===== src/rtl/banked_regfile_ctx_pkg.sv =====
// regfile_pkg: copy FSM state type and default sizing shared by banked_regfile_ctx and regfile_copy_ctrl
package regfile_pkg;
  typedef enum logic [1:0] {IDLE, COPY, DONE} copy_state_t;
  localparam int DEF_DATA_W = 10;
  localparam int DEF_REGS = 4;
  localparam int DEF_BANKS = 2;
endpackage


===== src/rtl/banked_regfile_ctx_copy_ctrl.sv =====
// regfile_copy_ctrl: bank-copy FSM and word index.
// Ports: clk, rst (sync, active-high); copy_req/copy_src/copy_dst request; stall (external write this cycle);
//   copy_busy/copy_done/copy_err status; copy_we, src, dst, idx drive the storage copy write.
module regfile_copy_ctrl import regfile_pkg::*; #(
  parameter int REGS = DEF_REGS,
  parameter int BANKS = DEF_BANKS,
  localparam int AW = $clog2(REGS),
  localparam int BW = $clog2(BANKS)
) (
  input  logic          clk,
  input  logic          rst,
  input  logic          copy_req,
  input  logic [BW-1:0] copy_src,
  input  logic [BW-1:0] copy_dst,
  input  logic          stall,
  output logic          copy_busy,
  output logic          copy_done,
  output logic          copy_err,
  output logic          copy_we,
  output logic [BW-1:0] src,
  output logic [BW-1:0] dst,
  output logic [AW-1:0] idx
);
  copy_state_t state, nxt;
  logic ok;
  always_comb begin
    ok = 32'(copy_src) < BANKS && 32'(copy_dst) < BANKS;
    nxt = state == IDLE ? (copy_req && ok ? (copy_src == copy_dst ? DONE : COPY) : IDLE)
        : state == COPY ? (!stall && idx == AW'(REGS - 1) ? DONE : COPY)
        : IDLE;
    copy_busy = state == COPY;
    copy_done = state == DONE;
    copy_we = copy_busy && !stall;
  end
  // src/dst latched on any IDLE request so later input changes cannot steer an active copy
  always_ff @(posedge clk) begin
    if (rst) begin
      state <= IDLE;
      idx <= '0;
      src <= '0;
      dst <= '0;
      copy_err <= 1'b0;
    end else begin
      state <= nxt;
      copy_err <= state == IDLE && copy_req && !ok;
      idx <= copy_we ? idx + 1'b1 : state == COPY ? idx : '0;
      if (state == IDLE && copy_req) begin
        src <= copy_src;
        dst <= copy_dst;
      end
    end
  end
endmodule


===== src/rtl/banked_regfile_ctx.sv =====
// banked_regfile_ctx: BANKS x REGS register file with two read ports and a background bank-copy engine.
// Ports: clk, rst (sync, active-high); we/wbank/waddr/wdata external write; rbank/raddr1/raddr2 -> rdata1/rdata2
//   (combinational); copy_req/copy_src/copy_dst request a bank copy; copy_busy/copy_done/copy_err status.
// Define REGFILE_BYPASS_EN to forward the write taking effect this edge to matching reads.
module banked_regfile_ctx import regfile_pkg::*; #(
  parameter int DATA_W = DEF_DATA_W,
  parameter int REGS = DEF_REGS,
  parameter int BANKS = DEF_BANKS,
  localparam int AW = $clog2(REGS),
  localparam int BW = $clog2(BANKS)
) (
  input  logic              clk,
  input  logic              rst,
  input  logic              we,
  input  logic [BW-1:0]     wbank,
  input  logic [AW-1:0]     waddr,
  input  logic [DATA_W-1:0] wdata,
  input  logic [BW-1:0]     rbank,
  input  logic [AW-1:0]     raddr1,
  input  logic [AW-1:0]     raddr2,
  output logic [DATA_W-1:0] rdata1,
  output logic [DATA_W-1:0] rdata2,
  input  logic              copy_req,
  input  logic [BW-1:0]     copy_src,
  input  logic [BW-1:0]     copy_dst,
  output logic              copy_busy,
  output logic              copy_done,
  output logic              copy_err
);
  logic [DATA_W-1:0] mem [BANKS][REGS];
  logic copy_we, wr_en, rvalid;
  logic [BW-1:0] src, dst, wr_bank;
  logic [AW-1:0] idx, wr_addr;
  logic [DATA_W-1:0] wr_data;
  regfile_copy_ctrl #(.REGS(REGS), .BANKS(BANKS)) u_ctrl (
    .clk(clk),
    .rst(rst),
    .copy_req(copy_req),
    .copy_src(copy_src),
    .copy_dst(copy_dst),
    .stall(we),
    .copy_busy(copy_busy),
    .copy_done(copy_done),
    .copy_err(copy_err),
    .copy_we(copy_we),
    .src(src),
    .dst(dst),
    .idx(idx)
  );
  // One shared write port: the external write wins, the copy engine only writes when it is not stalled
  always_comb begin
    wr_en = (we && 32'(wbank) < BANKS) || copy_we;
    wr_bank = we ? wbank : dst;
    wr_addr = we ? waddr : idx;
    wr_data = we ? wdata : mem[src][idx];
    rvalid = 32'(rbank) < BANKS;
`ifdef REGFILE_BYPASS_EN
    rdata1 = !rvalid ? '0 : wr_en && wr_bank == rbank && wr_addr == raddr1 ? wr_data : mem[rbank][raddr1];
    rdata2 = !rvalid ? '0 : wr_en && wr_bank == rbank && wr_addr == raddr2 ? wr_data : mem[rbank][raddr2];
`else
    rdata1 = rvalid ? mem[rbank][raddr1] : '0;
    rdata2 = rvalid ? mem[rbank][raddr2] : '0;
`endif
  end
  always_ff @(posedge clk) begin
    if (rst) begin
      for (int b = 0; b < BANKS; b++)
        for (int a = 0; a < REGS; a++)
          mem[b][a] <= '0;
    end else if (wr_en) begin
      mem[wr_bank][wr_addr] <= wr_data;
    end
  end
endmodule

===== config.mk =====
export PLATFORM = sky130hd
export DESIGN_NAME = banked_regfile_ctx
export DESIGN_NICKNAME = d
export VERILOG_FILES = /design/src/rtl/banked_regfile_ctx_pkg.sv /design/src/rtl/banked_regfile_ctx_copy_ctrl.sv /design/src/rtl/banked_regfile_ctx.sv
export SDC_FILE = /design/constraint.sdc
export NUM_CORES = 1
export LEC_CHECK = 0
export BUFFER_PORTS_ARGS = -buffer_cell sky130_fd_sc_hd__clkbuf_2
export CORE_ASPECT_RATIO = 0.75
export CORE_MARGIN = 2
export CORE_UTILIZATION = 30
export CTS_CLUSTER_DIAMETER = 50
export DETAILED_ROUTE_END_ITERATION = 8
export GPL_TIMING_DRIVEN = 0
export PLACE_DENSITY = 0.51
export SLEW_MARGIN = 40
export SYNTH_ARGS = -nofsm -noshare
export SYNTH_HDL_FRONTEND = slang
export SYNTH_SLANG_ARGS = --single-unit

===== constraint.sdc =====
create_clock -name clk -period 2.51 [get_ports clk]
set_input_delay 0.251 -clock clk [delete_from_list [all_inputs] [get_ports clk]]
set_output_delay 0.251 -clock clk [all_outputs]
set_load 0.02 [all_outputs]

==> summary.md <==
| Metric | Value |
|---|---|
| Mean Syn Cell Area | `13.6 um^2` |
| DR iter-0 viols | `304` |
| DIE HEIGHT | `114 um` |
| Worst reg-to-reg path cell count | `3` |
| EDFF count, synth | `80` |
| Syn_nets | `384` |
| Distinct cells, synth | `36` |
| CTS Buffer Depth | `2` |
| Seq. cell area | `2540 um^2` |
| HPWL Detailed | `9750 um` |
| Post-route minimum period | `2430 ps` |
| Clock Latency Late Sink | `340 ps` |
| Placed Cells incl. Taps | `608` |
| Layout filler cell count | `1,543` |
| Finished Layout Cells | `624` |
| Leak pwr | `2.06 nW` |
| CTS clk-pin slew, worst paths | `60 ps` |
| DIE AREA | `17,300 um^2` |
| Final hold vios | `0` |
| # IOs | `47` |
| Area Overhead vs Synth | `16.0%` |
| Slew Limit Fails | `0` |
| Max-cap violation count | `0` |
| Hold WC Path Type | `in2reg` |
| Root Driver | `clkbuf_16` |
| Antenna Nets Post-Route | `0` |
| Multi-input logic area | `2200 um^2` |
| Slew @ Worst Pin | `865 ps` |
| Synthesized area | `4880 um^2` |
| Crit-path max FO | `10` |
| Vias | `3,309` |
| CTS H-tree lvls | `3` |
| Finished Cell Area | `5660 um^2` |
| GRT Util Overall | `17.7%` |
| Slew HR | `42.3%` |
| Fmax | `0.412 GHz` |
| Wirelength, routed | `14,500 um` |
| Final nets | `434` |
| Share of post-route cells with drive strength above 1 | `38.9%` |
| Post-route DRC | `0` |
| Average wire per standard cell | `23.2 um` |
| Nature of the critical path startpoint | `flip-flop` |
| Antenna cells | `0` |
| Drt first pass iters | `5` |
| Largest net degree at the start of global routing | `14` |
| Routability Congestion | `0.754` |
| Synth cell count leaders | `edfxtp_1, nor2_1, mux2_2, mux4_2, mux2i_1` |
| Most frequent cell after synthesis | `edfxtp_1` |
| Area contributors post-synth | `edfxtp_1, mux4_2, mux2_2` |
| Critical path class | `reg2reg` |
| Grt ovf | `0` |
| Synth warn | `0` |
| Die W | `151 um` |
| Critical Path End Type | `flip-flop` |
| Area leader, netlist | `edfxtp_1` |
| Pwr/cell area | `639 nW/um^2` |
| Status | `finished, final reports clean` |
| Worst clock skew | `5.50 ps` |
| Postcts setup bufs | `0` |
| Fin Hold WS | `194 ps` |
| Vias in the first global route | `3,428` |
| Ys async rst share | `0%` |
| Register area share after synthesis | `52.1%` |
| Vias per cell | `5.30` |
| Top FF cell, synth | `edfxtp_1` |
| Final count of negative-setup-slack endpoints | `0` |
| Port bufs | `38` |
| Unrepaired setup endpoints after global routing | `no` |
| CTS tree | `yes` |
| CP required | `2480 ps` |
| Core Area | `16,000 um^2` |
| Cells after Synth | `359` |
| Std cell rows | `40` |
| Initial antenna violation count | `0` |
| Hold buffer count at CTS | `0` |
| Worst Hold Depth | `3` |
| # resized after CTS | `0` |
| Arrival time of the worst setup path | `2390 ps` |
| Synth Register Bits | `87` |
| First-pass GRT wire length | `21,500 um` |
| Maximum VDD drop | `0.322 mV` |
| Sink Count | `87` |
| Num CTS Buffers | `9` |
| Synth top area share | `49.2%` |
| Final worst path period share | `96.6%` |
| DP Area | `5380 um^2` |
| Starting Density | `30.6%` |
-- per-layer routing --
layer	GRT usage, %	vias to the layer above	share of wire (%)
li1	-	1470	-
met1	25.1	1702	47
met2	27.1	118	44
met3	4.70	19	6.6
met4	3.86	0	2.0
met5	0	-	0
-- final cells by class --
| cell class | instances | share of cell area, % |
|---|---|---|
| well taps | 210 | 4.64 |
| repair buffers | 39 | 3.56 |
| clock buffers | 12 | 4.18 |
| flip-flops and latches | 87 | 44.9 |
| plain buffers | 27 | 2.41 |
| clock inverters | 4 | 0.817 |
| multi-input cells | 234 | 38.8 |
| inverters | 11 | 0.729 |
-- through the flow --
step | setup slack (ps) | utilization [%] | total power [W] | setup TNS [ps]
after global routing | 41.6 | 35.5 | 0.00375 | 0
after global placement | -822 | 33.4 | 0.00234 | -22030
after detailed placement | -86.2 | 33.7 | 0.00236 | -1590
after CTS | 136 | 35.5 | 0.00364 | 0
after floorplan | 541 | - | 0.00214 | 0
final | 84.2 | 35.5 | 0.00362 | 0
-- path summary, 6_finish.rpt --
kind | from | end | slack, ps
worst min register to register | u_ctrl.src | flip-flop | 510
worst max register to register | u_ctrl.idx[0] | mem[1][29] | 80
worst min-delay path | copy_dst | u_ctrl.dst | 190
worst max-delay path | u_ctrl.idx[0] | mem[1][29] | 80
-- cell families after synthesis --
kind of cell / Yosys count / share of synthesized area (%)
adder cells (fa/ha/maj): 1 / 0.256
flip-flops: 87 / 52.1
AO/OA/AOI/OAI: 37 / 6.46
other: 1 / 0.0768
AND/OR/NAND/NOR: 99 / 9.33
XOR/XNOR: 2 / 0.359
multiplexers: 94 / 28.0
buffers and inverters: 38 / 3.48
-- power breakdown --
group	switching, W	internal, W
Combinational	0.000361	0.000248
Sequential	0.0000408	0.00167
Clock	0.000530	0.000767
-- placed cells by master, fill, tap and decap left out, types with 3 or more instances in the layout --
| cell | instances |
|---|---|
| clkbuf_2 | 42 |
| nor3_1 | 5 |
| clkbuf_16 | 9 |
| mux4_2 | 30 |
| o211ai_2 | 7 |
| mux2_2 | 40 |
| edfxtp_1 | 80 |
| clkbuf_1 | 10 |
| a22oi_1 | 11 |
| nor3b_1 | 3 |
| buf_4 | 4 |
| nand2_1 | 12 |
| a21oi_1 | 10 |
| nor2_1 | 59 |
| inv_2 | 6 |
| nand2b_1 | 11 |
| dfxtp_1 | 7 |
| buf_2 | 12 |
| inv_1 | 5 |
| mux2i_1 | 24 |
-- worst max-delay path: stages (launching register included) --
cell and delay (ps):
dfxtp_1 470, nor3b_4 690, a31oi_1 150, o21bai_2 740
-- sequential cells by signal (all words and copies together) (netlist names), named ones only --
| name | count |
|---|---|
| u_ctrl.idx | 2 |
| u_ctrl.dst | 1 |
| u_ctrl.src | 1 |
| mem | 80 |
| u_ctrl.state | 2 |
(Power assumes the default switching activity.)
